[config.mk]
export PLATFORM = sky130hd
export DESIGN_NAME = sobel_stream_scheduler
export DESIGN_NICKNAME = d
export VERILOG_FILES = /design/src/rtl/sobel_stream_scheduler.sv
export SDC_FILE = /design/constraint.sdc
export NUM_CORES = 1
export LEC_CHECK = 0
export ABC_CLOCK_PERIOD_IN_PS = 1700
export BUFFER_PORTS_ARGS = -buffer_cell sky130_fd_sc_hd__buf_2
export CAP_MARGIN = 10
export CORE_MARGIN = 3
export CORE_UTILIZATION = 50
export DETAILED_ROUTE_END_ITERATION = 16
export PLACE_DENSITY_LB_ADDON = 0.15
export SETUP_SLACK_MARGIN = 0.4
export SLEW_MARGIN = 20
export SYNTH_ARGS = -nofsm -noshare
export SYNTH_HDL_FRONTEND = slang
export SYNTH_SLANG_ARGS = --single-unit
[constraint.sdc]
create_clock -name clk -period 1.7 [get_ports clk]
set_input_delay 0.255 -clock clk [delete_from_list [all_inputs] [get_ports clk]]
set_output_delay 0.255 -clock clk [all_outputs]
set_load 0.02 [all_outputs]
[src/rtl/sobel_stream_scheduler.sv]
// sobel_stream_scheduler
// Paces one frame of pixels into the Sobel datapath (camera FIFO or UART
// source) and drains the result FIFO to SDRAM in fixed-length write bursts
// with frame-relative word addresses.
// Optional feature macro: SOBEL_PINGPONG_EN -- when defined, consecutive
// frames alternate between two SDRAM buffers (base 0 / base FRAME_PIXELS).
module sobel_stream_scheduler #(
    parameter int FRAME_PIXELS = 307200,
    parameter int BURST_LEN    = 8,
    parameter int FIFO_HIGH    = 1000,
    parameter int ADDR_W       = 20
) (
    input  logic              clk,
    input  logic              rst,
    input  logic              start,
    input  logic              mode_static,
    input  logic              cam_empty,
    output logic              cam_rd_en,
    input  logic              uart_rx_done,
    output logic              pix_valid,
    input  logic [9:0]        res_count,
    output logic              res_rd,
    output logic              burst_req,
    output logic [ADDR_W-1:0] burst_addr,
    input  logic              burst_ack,
    output logic              wr_valid,
    output logic              busy,
    output logic              frame_done,
    output logic              overflow
);

    // Counter width holds the value FRAME_PIXELS itself; one extra bit is
    // used for sums so nothing overflows before comparison.
    localparam int CNT_W  = $clog2(FRAME_PIXELS + 1);
    localparam int BEAT_W = (BURST_LEN > 1) ? $clog2(BURST_LEN) : 1;

    localparam logic [CNT_W:0]    FRAME_C   = (CNT_W + 1)'(FRAME_PIXELS);
    localparam logic [CNT_W:0]    BURST_C   = (CNT_W + 1)'(BURST_LEN);
    localparam logic [9:0]        HIGH_RC   = 10'(FIFO_HIGH);
    localparam logic [9:0]        BURST_RC  = 10'(BURST_LEN);
    localparam logic [BEAT_W-1:0] LAST_BEAT = BEAT_W'(BURST_LEN - 1);

    typedef enum logic [2:0] {
        S_IDLE,
        S_WAIT,
        S_REQ,
        S_BURST,
        S_DONE
    } state_t;

    state_t             state_q, state_d;
    logic               mode_q, mode_d;
    logic [CNT_W-1:0]   feed_cnt_q, feed_cnt_d;
    logic [CNT_W-1:0]   wr_cnt_q, wr_cnt_d;
    logic [BEAT_W-1:0]  beat_q, beat_d;
    logic               pix_valid_q, pix_valid_d;
    logic               wr_valid_q;
    logic               overflow_q, overflow_d;

    logic               run;
    logic               start_take;
    logic [CNT_W:0]     feed_sum;
    logic               feed_open;
    logic               uart_take;
    logic [CNT_W:0]     wr_next;
    logic [CNT_W:0]     addr_base;
    logic [CNT_W:0]     addr_full;

    assign run        = (state_q != S_IDLE);
    assign start_take = (state_q == S_IDLE) && start;

`ifdef SOBEL_PINGPONG_EN
    logic frame_sel_q, frame_sel_d;

    // Buffer select flips after every completed frame.
    always_ff @(posedge clk or posedge rst) begin
        if (rst) begin
            frame_sel_q <= 1'b0;
        end else begin
            frame_sel_q <= frame_sel_d;
        end
    end

    assign frame_sel_d = frame_done ? ~frame_sel_q : frame_sel_q;
    assign addr_base   = frame_sel_q ? FRAME_C : '0;
`else
    assign addr_base   = '0;
`endif

    // Feed path: a pixel strobe already in flight (pix_valid_q) counts
    // toward the frame so the source is never read one pixel too many.
    always_comb begin
        feed_sum    = {1'b0, feed_cnt_q} + (CNT_W + 1)'(pix_valid_q);
        feed_open   = run && (feed_sum < FRAME_C);
        cam_rd_en   = feed_open && !mode_q && !cam_empty && (res_count < HIGH_RC);
        uart_take   = feed_open && mode_q && uart_rx_done;
        pix_valid_d = cam_rd_en || uart_take;

        feed_cnt_d = feed_cnt_q;
        if (start_take) begin
            feed_cnt_d = '0;
        end else if (pix_valid_q) begin
            feed_cnt_d = feed_cnt_q + CNT_W'(1);
        end

        // UART cannot be throttled, so a pixel arriving above the high
        // watermark is still forwarded but flagged.
        overflow_d = overflow_q;
        if (start_take) begin
            overflow_d = 1'b0;
        end else if (uart_take && (res_count >= HIGH_RC)) begin
            overflow_d = 1'b1;
        end

        mode_d = start_take ? mode_static : mode_q;
    end

    // Feed path registers: source latency stage, pixel count, sticky flag.
    always_ff @(posedge clk or posedge rst) begin
        if (rst) begin
            mode_q      <= 1'b0;
            feed_cnt_q  <= '0;
            pix_valid_q <= 1'b0;
            overflow_q  <= 1'b0;
        end else begin
            mode_q      <= mode_d;
            feed_cnt_q  <= feed_cnt_d;
            pix_valid_q <= pix_valid_d;
            overflow_q  <= overflow_d;
        end
    end

    // Drain FSM next-state and Moore outputs.
    always_comb begin
        state_d    = state_q;
        wr_cnt_d   = wr_cnt_q;
        beat_d     = beat_q;
        burst_req  = 1'b0;
        res_rd     = 1'b0;
        frame_done = 1'b0;
        wr_next    = {1'b0, wr_cnt_q} + BURST_C;

        case (state_q)
            S_IDLE: begin
                if (start) begin
                    wr_cnt_d = '0;
                    state_d  = S_WAIT;
                end
            end
            S_WAIT: begin
                // A whole burst must be buffered so reads never underflow.
                if (res_count >= BURST_RC) begin
                    state_d = S_REQ;
                end
            end
            S_REQ: begin
                burst_req = 1'b1;
                if (burst_ack) begin
                    beat_d  = '0;
                    state_d = S_BURST;
                end
            end
            S_BURST: begin
                res_rd = 1'b1;
                if (beat_q == LAST_BEAT) begin
                    state_d = S_DONE;
                end else begin
                    beat_d = beat_q + BEAT_W'(1);
                end
            end
            S_DONE: begin
                wr_cnt_d = wr_next[CNT_W-1:0];
                if (wr_next == FRAME_C) begin
                    frame_done = 1'b1;
                    state_d    = S_IDLE;
                end else begin
                    state_d = S_WAIT;
                end
            end
            default: begin
                state_d = S_IDLE;
            end
        endcase
    end

    // Drain FSM state register and write-side counters.
    always_ff @(posedge clk or posedge rst) begin
        if (rst) begin
            state_q    <= S_IDLE;
            wr_cnt_q   <= '0;
            beat_q     <= '0;
            wr_valid_q <= 1'b0;
        end else begin
            state_q    <= state_d;
            wr_cnt_q   <= wr_cnt_d;
            beat_q     <= beat_d;
            wr_valid_q <= res_rd;
        end
    end

    // Address wraps naturally by truncation to ADDR_W bits.
    assign addr_full  = {1'b0, wr_cnt_q} + addr_base;
    assign burst_addr = burst_req ? ADDR_W'(addr_full) : '0;

    assign pix_valid  = pix_valid_q;
    assign wr_valid   = wr_valid_q;
    assign overflow   = overflow_q;
    assign busy       = run;

endmodule

==> impl_metrics.prom <==
# TYPE chip_impl_metric gauge
chip_impl_info{name="outcome",value="complete, but fails checks"} 1
chip_impl_info{name="violations_in_the_final_reports",value="hold timing, setup timing"} 1
chip_impl_metric{name="synth_area",unit="um2"} 2650
chip_impl_metric{name="place.gp.congestion",unit=""} 0.813
chip_impl_metric{name="finalHoldViolations",unit=""} 17
chip_impl_metric{name="layout_worst_path_cycle_share",unit="%"} 153
chip_impl_metric{name="die_y",unit="um"} 78.8
chip_impl_metric{name="route.detailed.wl_per_inst",unit="um"} 26.8
chip_impl_metric{name="drt.antenna.violating_nets",unit=""} 0
chip_impl_metric{name="clkTransAtPathRegs",unit="ps"} 100
chip_impl_metric{name="post_synth_num_cell_types",unit=""} 42
chip_impl_info{name="root_buffer",value="sky130_fd_sc_hd__clkbuf_8"} 1
chip_impl_info{name="hold_class",value="input pin to async pin"} 1
chip_impl_info{name="yosys-top-cells-count",value="sky130_fd_sc_hd__dfrtp_1 (45), sky130_fd_sc_hd__nand2_1 (40), sky130_fd_sc_hd__nor2_1 (40), sky130_fd_sc_hd__and3_1 (23), sky130_fd_sc_hd__o21ai_0 (18)"} 1
chip_impl_metric{name="antennaDiodeCount",unit=""} 0
chip_impl_metric{name="syn_inst",unit=""} 309
chip_impl_metric{name="crit_fanout",unit=""} 5
chip_impl_info{name="endpoint_kind",value="output port"} 1
chip_impl_metric{name="clkSinkCount",unit=""} 45
chip_impl_info{name="tritoncts",value="built"} 1
chip_impl_metric{name="synth-warning-count",unit=""} 0
chip_impl_metric{name="synth.avg_cell_area",unit="um2"} 8.56
chip_impl_metric{name="stdcell_area",unit="um2"} 4770
chip_impl_metric{name="first_global_vias",unit=""} 2911
chip_impl_metric{name="clk_latency",unit="ps"} 310
chip_impl_metric{name="worst_hold_slack",unit="ps"} -7.74
chip_impl_info{name="crit_path_cell_trace",value="ha_4, a311o_1, o21ai_2, a41oi_2, a21oi_2, nand4_1, nor2_4, buf_6"} 1
chip_impl_metric{name="wirelength",unit="um"} 13600
chip_impl_metric{name="die_width",unit="um"} 78.8
chip_impl_metric{name="total_routing_usage_gr",unit="%"} 30.6
chip_impl_metric{name="detailedPlace.worstSlack",unit="ps"} -341
chip_impl_metric{name="vias",unit=""} 3479
chip_impl_metric{name="setup_slack",unit="ps"} -903
chip_impl_metric{name="yosysSeqAreaShare",unit="%"} 42.6
chip_impl_metric{name="num_io_pins",unit=""} 45
chip_impl_metric{name="num-nets-final",unit=""} 459
chip_impl_metric{name="vias_per_cell",unit=""} 6.88
chip_impl_info{name="synth_ff_type",value="sky130_fd_sc_hd__dfrtp_1"} 1
chip_impl_metric{name="finalMaxSlewViolations",unit=""} 0
chip_impl_info{name="synth_top_area_cell",value="sky130_fd_sc_hd__dfrtp_1"} 1
chip_impl_metric{name="drive_above_1_share",unit="%"} 60.1
chip_impl_metric{name="floorplan.die_area",unit="um2"} 6200
chip_impl_metric{name="cts_hold_fix_bufs",unit=""} 0
chip_impl_metric{name="p_sw",unit="mW"} 3.04
chip_impl_metric{name="timing.reg2reg.worst_path_depth",unit=""} 10
chip_impl_metric{name="setup-violations-final",unit=""} 35
chip_impl_metric{name="critical_path_max_stage_delay",unit="ps"} 490
chip_impl_metric{name="swShare",unit="%"} 43.5
chip_impl_metric{name="clock.fmax",unit="GHz"} 0.384
chip_impl_metric{name="vdd_drop_max",unit="V"} 0.00129
chip_impl_metric{name="drv_cap",unit=""} 0
chip_impl_metric{name="ctsHtreeMaxLevel",unit=""} 2
chip_impl_metric{name="antenna_found_initial",unit=""} 1
chip_impl_metric{name="synthArstFlopShare",unit="%"} 100
chip_impl_metric{name="grt_max_degree",unit=""} 46
chip_impl_metric{name="placedInstanceArea",unit="um2"} 3400
chip_impl_metric{name="critical_path_required",unit="ps"} 1440
chip_impl_info{name="cpLargestDelayFamily",value="compound AO/OA/AOI/OAI gates"} 1
chip_impl_metric{name="pwr-share-seq",unit="%"} 25.9
chip_impl_metric{name="finalWorstPathRequiredPeriod",unit="ps"} 2600
chip_impl_metric{name="area_growth",unit="%"} 80.1
chip_impl_metric{name="p_clk_share",unit="%"} 10.1
chip_impl_metric{name="synth_largest_type_area_fraction",unit="%"} 42.6
chip_impl_metric{name="core_area",unit="um2"} 4910
chip_impl_info{name="synth.area.top_cells",value="sky130_fd_sc_hd__dfrtp_1 (43%), sky130_fd_sc_hd__nand2_1 (5.7%), sky130_fd_sc_hd__nor2_1 (5.7%)"} 1
chip_impl_info{name="worst_path_max_delay_cell",value="sky130_fd_sc_hd__dfrtp_2"} 1
chip_impl_metric{name="total_clock_buffers_created_by_cts",unit=""} 5
chip_impl_metric{name="rows",unit=""} 25
chip_impl_metric{name="route.detailed.drc",unit=""} 0
chip_impl_metric{name="p_comb_share",unit="%"} 64.0
chip_impl_metric{name="clock_tree.buffer_depth",unit=""} 2
chip_impl_metric{name="power.internal",unit="mW"} 3.95
chip_impl_info{name="grt_setup_unrepaired",value="true"} 1
chip_impl_metric{name="rrSetupSlack",unit="ps"} -730
chip_impl_metric{name="port_buffers",unit=""} 37
chip_impl_metric{name="worst_slew_margin_rel",unit="%"} 61.0
chip_impl_info{name="r2r_end",value="state_q[0]"} 1
chip_impl_metric{name="data_arrival_time_at_the_worst_slack_endpoint",unit="ps"} 2350
chip_impl_metric{name="dpl.hpwl",unit="um"} 4670
chip_impl_metric{name="grt-ovfl-total",unit=""} 0
chip_impl_info{name="critPathLaunchType",value="flip-flop"} 1
chip_impl_metric{name="leakagePower",unit="nW"} 2.08
chip_impl_metric{name="worstMarginPinSlew",unit="ps"} 577
chip_impl_info{name="dominant_cell_by_count_in_the_synthesized_netlist",value="sky130_fd_sc_hd__dfrtp_1"} 1
chip_impl_metric{name="start_util",unit="%"} 53.9
chip_impl_metric{name="synth-edff-count",unit=""} 0
chip_impl_info{name="critical_path_class",value="flip-flop to output port"} 1
chip_impl_metric{name="dr.first_iter.drc_count",unit=""} 604
chip_impl_metric{name="drtPass1Iterations",unit=""} 5
chip_impl_metric{name="clock_skew",unit="ps"} 11.2
chip_impl_metric{name="grt_first_pass_wirelength",unit="um"} 14700
chip_impl_metric{name="synth.ff_latch_count",unit=""} 45
chip_impl_metric{name="power_per_cell_area",unit="nW/um2"} 1470
chip_impl_info{name="critical_path.reg2reg.startpoint",value="wr_cnt_q[3]"} 1
chip_impl_metric{name="buf_inv_stages_crit_path",unit=""} 1
==> power by group through the flow <==
stage                     Clock (mW)  Combinational [mW]  Sequential (mW)
after CTS                      0.655                3.27             1.70
after global routing           0.740                4.59             1.83
final                          0.709                4.48             1.81
after floorplan                    0                1.43             1.75
after global placement             0                2.17             1.69
after detailed placement           0                2.22             1.71
==> area by class of cell <==
class / instances / area (um2)
well taps: 67 / 83.8
clock buffers: 7 / 76.3
flip-flops and latches: 45 / 1140
clock inverters: 1 / 5.00
multi-input cells: 241 / 2070
repair buffers: 139 / 1370
fillers: 75 / 144
inverters: 6 / 31.3
==> kinds of logic after synthesis <==
family                   after synthesis  share of synthesized area (%)
multiplexers                           2                          0.804
flip-flops                            45                           42.6
AO/OA/AOI/OAI                         53                           12.2
XOR/XNOR                              22                           7.28
adder cells (fa/ha/maj)                4                           1.89
AND/OR/NAND/NOR                      155                           30.4
other                                  1                          0.142
buffers and inverters                 27                           4.68
==> how the worst max path moves through the flow <==
| stage | startpoint | to | slack (ps) | cells past startpoint |
|---|---|---|---|---|
| after floorplan | wr_cnt_q[8] | frame_done | -160 | 6 |
| after global placement | wr_cnt_q[6] | frame_done | -330 | 7 |
| after detailed placement | wr_cnt_q[4] | frame_done | -340 | 8 |
| after CTS | wr_cnt_q[14] | frame_done | -590 | 7 |
| after global routing | wr_cnt_q[4] | frame_done | -930 | 7 |
| final | wr_cnt_q[3] | frame_done | -900 | 8 |
==> placed cells by master (no fill, tap or decap), drive strengths merged, types with 3 or more instances in the layout <==
cell type and instances:
a21oi 9, a31oi 3, and2 5, and3 23, and4 4, buf 138, clkbuf 8, conb 4
dfrtp 45, ha 4, inv 5, nand2 40, nand3 12, nand4 13, nor2 41, nor3 5
nor4 5, o21ai 24, o31ai 5, or3 4, xnor2 10, xor2 12
==> worst register-to-register path, cell delays in order, from the launching register on <==
cell	delay (ps)
sky130_fd_sc_hd__dfrtp_2	490
sky130_fd_sc_hd__ha_4	220
sky130_fd_sc_hd__a311o_1	300
sky130_fd_sc_hd__o21ai_2	110
sky130_fd_sc_hd__a41oi_2	160
sky130_fd_sc_hd__a21oi_2	180
sky130_fd_sc_hd__nand4_1	270
sky130_fd_sc_hd__buf_4	240
sky130_fd_sc_hd__buf_6	110
sky130_fd_sc_hd__buf_6	100
sky130_fd_sc_hd__a21o_1	150
==> flip-flops by register name, indices dropped and copies added (netlist names) <==
| signal | cells |
|---|---|
| beat_q | 3 |
| wr_cnt_q | 16 |
| pix_valid | 1 |
| wr_valid | 1 |
| feed_cnt_q | 19 |
| mode_q | 1 |
| state_q | 3 |
| overflow | 1 |
==> repair_timing <==
action | CTS | global route
setup buffers | 26 | 17
setup endpoints to repair | 62 | 65
endpoints found under the hold margin | 0 | 0
pin swaps | 35 | 34
gates resized for setup | 118 | 87
cloned | 6 | 1
==> stage by stage <==
| step | utilization [%] | power [mW] | instances | setup TNS (ps) |
|---|---|---|---|---|
| 2_1_floorplan | - | 3.19 | 312 | -168 |
| 3_3_place_gp | 69.1 | 3.87 | 448 | -556 |
| 3_5_place_dp | 69.1 | 3.94 | 448 | -580 |
| 4_1_cts | 85.5 | 5.63 | 488 | -1450 |
| 5_1_grt | 97.1 | 7.16 | 506 | -5330 |
| 6_report | 97.1 | 6.99 | 506 | -3480 |
==> metal layers <==
layer | wire (um) | vias to the layer above | GRT usage, %
met2 | 6290 | 350 | 50.8
met4 | 1050 | 2 | 13.1
met1 | 4650 | 1649 | 38.6
li1 | - | 1350 | -
met3 | 1560 | 128 | 6.46
met5 | 29 | - | 0
Power figures use the tool's default switching activity.
